### src/rtl/booth_pkg.sv
// Shared definitions for the sequential radix-2 Booth multiplier: FSM state
// encoding, Booth recode operations and the accumulator width helper.
package booth_pkg;

  typedef enum logic [1:0] {
    IDLE = 2'd0,
    RUN  = 2'd1,
    DONE = 2'd2
  } state_t;

  typedef enum logic [1:0] {
    OP_NONE = 2'd0,
    OP_ADD  = 2'd1,
    OP_SUB  = 2'd2
  } op_t;

  localparam int DEFAULT_N = 6;
  localparam int ACC_W     = 2 * DEFAULT_N + 1;

  function automatic int acc_width(input int n);
    return 2 * n + 1;
  endfunction

endpackage

### src/rtl/booth_cla_adder.sv
// Accumulator carry-lookahead adder: 4-bit groups with group-level lookahead
// between them. The carry-in is 0 and the carry out of the MSB is not produced.
module booth_cla_adder #(
  parameter int W = 13
) (
  input  logic [W-1:0] a,
  input  logic [W-1:0] b,
  output logic [W-1:0] sum
);

  localparam int NG = (W + 3) / 4;

  logic [W-1:0]  g;
  logic [W-1:0]  p;
  logic [W-1:0]  c;
  logic [NG-1:0] cg;

  // Group carries come from group generate/propagate; bit carries are then
  // resolved inside each group starting from that group's carry-in.
  always_comb begin
    logic grp_g;
    logic grp_p;
    logic ci;
    g     = a & b;
    p     = a ^ b;
    cg    = '0;
    c     = '0;
    grp_g = 1'b0;
    grp_p = 1'b1;
    ci    = 1'b0;
    for (int k = 0; k < NG - 1; k++) begin
      grp_g = 1'b0;
      grp_p = 1'b1;
      for (int j = 0; j < 4; j++) begin
        grp_g = g[k*4+j] | (p[k*4+j] & grp_g);
        grp_p = grp_p & p[k*4+j];
      end
      cg[k+1] = grp_g | (grp_p & cg[k]);
    end
    for (int i = 0; i < W; i++) begin
      ci = cg[i/4];
      for (int j = (i / 4) * 4; j < i; j++) begin
        ci = g[j] | (p[j] & ci);
      end
      c[i] = ci;
    end
  end

  assign sum = p ^ c;

endmodule

### src/rtl/booth_step.sv
// One combinational Booth step: recodes {Q[0],Q[-1]}, adds the selected
// multiple of M into the upper half of {A,Q} and arithmetic-shifts right by one.
module booth_step
  import booth_pkg::*;
#(
  parameter int N = DEFAULT_N
) (
  input  logic [N:0]   a,
  input  logic [N-1:0] q,
  input  logic         q_m1,
  input  logic [N:0]   m_ext,
  output logic [N:0]   a_next,
  output logic [N-1:0] q_next,
  output logic         q_m1_next
);

  localparam int W = acc_width(N);

  op_t          op;
  logic [N:0]   addend;
  logic [W-1:0] sum;

  always_comb begin
    op = OP_NONE;
    case ({q[0], q_m1})
      2'b01:   op = OP_ADD;
      2'b10:   op = OP_SUB;
      default: op = OP_NONE;
    endcase
    addend = '0;
    case (op)
      OP_ADD:  addend = m_ext;
      OP_SUB:  addend = ~m_ext + 1'b1;
      default: addend = '0;
    endcase
  end

  booth_cla_adder #(.W(W)) u_adder (
    .a   ({a, q}),
    .b   ({addend, {N{1'b0}}}),
    .sum (sum)
  );

  // The old Q[-1] falls off the bottom; the sum MSB is replicated at the top.
  assign {a_next, q_next, q_m1_next} = {sum[W-1], sum};

endmodule

### src/rtl/booth_seq_multiplier.sv
// Sequential radix-2 Booth signed multiplier, N-bit operands, 2N-bit product.
// Optional BOOTH_ZERO_SKIP_EN: a zero operand jumps straight to DONE.
module booth_seq_multiplier
  import booth_pkg::*;
#(
  parameter int N = DEFAULT_N
) (
  input  logic           clk,
  input  logic           rst,
  input  logic           start,
  input  logic [N-1:0]   multiplicand,
  input  logic [N-1:0]   multiplier,
  output logic           busy,
  output logic           done,
  output logic [2*N-1:0] product
);

  localparam int            CW   = (N > 1) ? $clog2(N) : 1;
  localparam logic [CW-1:0] LAST = CW'(N - 1);

  state_t        state;
  state_t        next_state;
  logic [N:0]    a;
  logic [N:0]    a_next;
  logic [N:0]    m_reg;
  logic [N-1:0]  q;
  logic [N-1:0]  q_next;
  logic          q_m1;
  logic          q_m1_next;
  logic [CW-1:0] count;
  logic          zero_op;

`ifdef BOOTH_ZERO_SKIP_EN
  assign zero_op = (multiplicand == '0) || (multiplier == '0);
`else
  assign zero_op = 1'b0;
`endif

  booth_step #(.N(N)) u_step (
    .a         (a),
    .q         (q),
    .q_m1      (q_m1),
    .m_ext     (m_reg),
    .a_next    (a_next),
    .q_next    (q_next),
    .q_m1_next (q_m1_next)
  );

  always_ff @(posedge clk) begin
    if (rst) state <= IDLE;
    else     state <= next_state;
  end

  always_comb begin
    next_state = state;
    busy       = 1'b0;
    done       = 1'b0;
    case (state)
      IDLE: if (start) next_state = zero_op ? DONE : RUN;
      RUN: begin
        busy = 1'b1;
        if (count == LAST) next_state = DONE;
      end
      DONE: begin
        busy       = 1'b1;
        done       = 1'b1;
        next_state = IDLE;
      end
      default: next_state = IDLE;
    endcase
  end

  // The product register is loaded on the final step so it is already valid
  // in the DONE cycle, and then holds until a later result replaces it.
  always_ff @(posedge clk) begin
    if (rst) begin
      a       <= '0;
      q       <= '0;
      q_m1    <= 1'b0;
      m_reg   <= '0;
      count   <= '0;
      product <= '0;
    end else begin
      case (state)
        IDLE: if (start) begin
          a     <= '0;
          q     <= multiplier;
          q_m1  <= 1'b0;
          m_reg <= {multiplicand[N-1], multiplicand};
          count <= '0;
          if (zero_op) product <= '0;
        end
        RUN: begin
          a     <= a_next;
          q     <= q_next;
          q_m1  <= q_m1_next;
          count <= count + 1'b1;
          if (count == LAST) product <= {a_next[N-1:0], q_next};
        end
        default: ;
      endcase
    end
  end

endmodule

### config.mk
export PLATFORM = sky130hd
export DESIGN_NAME = booth_seq_multiplier
export DESIGN_NICKNAME = d
export VERILOG_FILES = /design/src/rtl/booth_pkg.sv /design/src/rtl/booth_cla_adder.sv /design/src/rtl/booth_step.sv /design/src/rtl/booth_seq_multiplier.sv
export SDC_FILE = /design/constraint.sdc
export NUM_CORES = 1
export LEC_CHECK = 0
export ABC_AREA = 1
export CORE_MARGIN = 8
export CORE_UTILIZATION = 60
export DETAILED_ROUTE_END_ITERATION = 10
export GPL_ROUTABILITY_DRIVEN = 0
export GPL_TIMING_DRIVEN = 0
export PLACE_DENSITY = 0.85
export SLEW_MARGIN = 10
export SYNTH_ARGS = -nofsm -noshare
export SYNTH_HDL_FRONTEND = slang
export SYNTH_HIERARCHICAL = 1
export SYNTH_SLANG_ARGS = --single-unit
### constraint.sdc
create_clock -name clk -period 5.66 [get_ports clk]
set_input_delay 1.132 -clock clk [delete_from_list [all_inputs] [get_ports clk]]
set_output_delay 1.132 -clock clk [all_outputs]
set_load 0.1 [all_outputs]
==> impl_metrics.json <==
{
  "comb_power_share_pct": 19.6,
  "crit_slowest_cell": "clkdlybuf4s50_1",
  "synth_area_per_cell_um2": 7.528,
  "cts_hold_repair.buffers": 0,
  "drive_above_1_share_pct": 14.08,
  "dp.cells": 388,
  "totalPowerFinal_uw": 691.7,
  "path_buf_inv": 2,
  "place.port_buffers": 28,
  "place_ws_ns": 2.533,
  "top_regs": "product x12, a x7",
  "dr_wl_met3_um": 371,
  "grt_max_degree": 13,
  "end_kind": "primary output",
  "highest_layer": "met4",
  "totalNegativeSetupSlack_ns": 0,
  "die-width_um": 77.86,
  "relSlewSlack_pct": 35.28,
  "grt_usage_pct": 18.33,
  "final_cell_area_um2": 2796,
  "crit_family": "buffers and inverters",
  "synth_area_um2": 2296,
  "grt_pass1_wl_um": 9163,
  "hold_path_class": "reg -> reg",
  "cts_made_buffers": 5,
  "core_um2": 3661,
  "utilization_pct": 76.38,
  "mostFrequentLayoutCells": "nand2_1 (76), nor2_1 (37), dfxtp_1 (37), clkdlybuf4s50_1 (28), nand3_1 (25)",
  "crit_fanout": 3,
  "drt_iter0_markers": 121,
  "largest_reg_flops": 12,
  "vias_per_cell": 5.265,
  "rr_endpoint": "a[4]$_SDFFE_PP0P_",
  "cp_cell_sequence": "inv_1 -> ha_1 -> clkdlybuf4s50_1",
  "met1_length_um": 2287,
  "layout_setup_ws_ns": 2.391,
  "min-delay-start": "product[7]$_SDFFE_PP0P_",
  "initial_utilization_pct": 62.71,
  "synth_seq_cells": 37,
  "finalSetupViolCount": 0,
  "layoutNonFillerInstCount": 396,
  "cp-startpoint": "state[0]$_SDFFE_PP0P_",
  "rows": 22,
  "reg2reg_from": "q[0]$_SDFFE_PP0P_",
  "post_cts_buffers": 0,
  "insertion_delay_ns": 0.29,
  "vias": 2085,
  "r2r_setup_slack_ns": 2.47,
  "cap_violations": 0,
  "drc_errors": 0,
  "grt-ovfl-total": 0,
  "hold_viol": 0,
  "start_kind": "register",
  "dr_wl_met2_um": 2476,
  "synth_cells": 305,
  "area_delta_synth_final_pct": 21.80,
  "drt_pre_antenna_iters": 4,
  "synth_area_leaders": "dfxtp_1 (32%), nand2_1 (12%), ha_1 (9.3%)",
  "cts_tree": "done",
  "status": "finished clean",
  "rr_worst_depth": 12,
  "yosysSeqAreaShare_pct": 32.26,
  "synth_warnings": 6,
  "max_stage_delay_ns": 1.13,
  "min_path_cells": 2,
  "die_y_um": 77.86,
  "clk_path_buf_depth": 2,
  "antenna_found_initial": 0,
  "p_sw_share_pct": 27.95,
  "drt-total-wl_um": 5237,
  "clock_power_share_pct": 39.5,
  "antennaDiodeCount": 0,
  "yosysTopAreaCellShare_pct": 32.26,
  "intPower_uw": 498.4,
  "top_register": "product",
  "grt_pass1_vias": 2066,
  "tightest_slew_ns": 0.9678,
  "rsz0062_at_grt": "no",
  "cts.reportedPaths.clkPinSlew_ns": 0.08,
  "htreeDepth": 2,
  "required_ns": 4.53,
  "p_sw_uw": 193.3,
  "root_buffer": "clkbuf_8",
  "power-per-cell-area_nw_per_um2": 247.4,
  "whs_ns": 0.4736,
  "period_share_pct": 57.76,
  "yosysTopAreaCell": "dfxtp_1",
  "io_pins": 29,
  "finalCriticalPeriod_ns": 3.269,
  "drv_slew": 0,
  "wl_per_cell_um": 13.22,
  "p_leak_nw": 1.205,
  "dieArea_um2": 6062,
  "hold_end": "product[7]$_SDFFE_PP0P_",
  "place_area_um2": 2663,
  "cts.sinks": 37,
  "final_net_count": 388,
  "criticalPathCategory": "reg -> out",
  "seqPwrFrac_pct": 40.9,
  "final_common_cell": "nand2_1",
  "synth_cell_type_count": 25,
  "fmax_ghz": 0.3059,
  "finalClockSkew_ns": 0.005618,
  "hpwl_um": 3851,
  "drtAntennaViolNets": 0,
  "cts_resized": 0,
  "ir_drop_mv": 0.1872,
  "arrival_ns": 2.14
}
-- worst min-delay path, cell delays in order, from the launching register on --
cell     delay [ns]
dfxtp_1        0.31
nand2_1        0.07
a21oi_2        0.05
-- synth_stat cells --
master	instances
a21oi_2	11
ha_1	17
buf_4	2
clkbuf_1	2
buf_2	4
a21oi_1	21
nor3_1	1
fa_1	9
nor2_1	37
nand2_1	76
xor2_1	2
xnor2_1	1
buf_12	1
o21ai_0	10
nand2_2	16
nor2_4	1
buf_6	2
inv_1	20
nand3_1	25
nand3_4	1
inv_2	2
dfxtp_1	37
conb_1	1
clkinv_2	1
o21ai_1	5
-- layer usage --
layer  global-route usage [%]  up-vias
li1                         -     1052
met1                    21.19      955
met2                    30.41       66
met3                    5.645       12
met4                    8.113        0
met5                        0        -
-- how the worst max path moves through the flow --
stage                             end  slack (ns)  cells after the start
CTS                              busy        2.37                      3
finish                           busy        2.39                      3
global route        a[4]$_SDFFE_PP0P_        2.31                     12
global placement    a[4]$_SDFFE_PP0P_        2.61                     12
detailed placement  a[4]$_SDFFE_PP0P_        2.53                     12
floorplan           a[4]$_SDFFE_PP0P_        2.81                     12
-- area by class of cell --
cell class              instances  area [um^2]
plain buffers                  11        85.08
flip-flops and latches         37        740.7
clock buffers                   5        68.82
repair buffers                 28        280.3
clock inverters                 3        65.06
multi-input cells             241         1409
fillers                       288        864.6
inverters                      23        87.58
well taps                      48        60.06
-- kinds of logic after synthesis --
group	Yosys count	share of synthesized area (%)
other	1	0.1633
and+or+nand+nor	157	29.75
xor gates and xnor gates	3	1.145
adders and majority gates	26	17.11
buffers and inverters	34	7.520
AOI/OAI and AO/OA	47	12.04
DFF	37	32.26
-- power groups by stage --
stage | combinational [mW] | sequential [mW] | clock, mW
detailed placement | 0.131 | 0.289 | 0
global route | 0.152 | 0.285 | 0.286
finish | 0.135 | 0.283 | 0.274
global placement | 0.129 | 0.288 | 0
floorplan | 0.0969 | 0.286 | 0
CTS | 0.133 | 0.283 | 0.277
No activity file was read; power rests on OpenSTA's default activity.
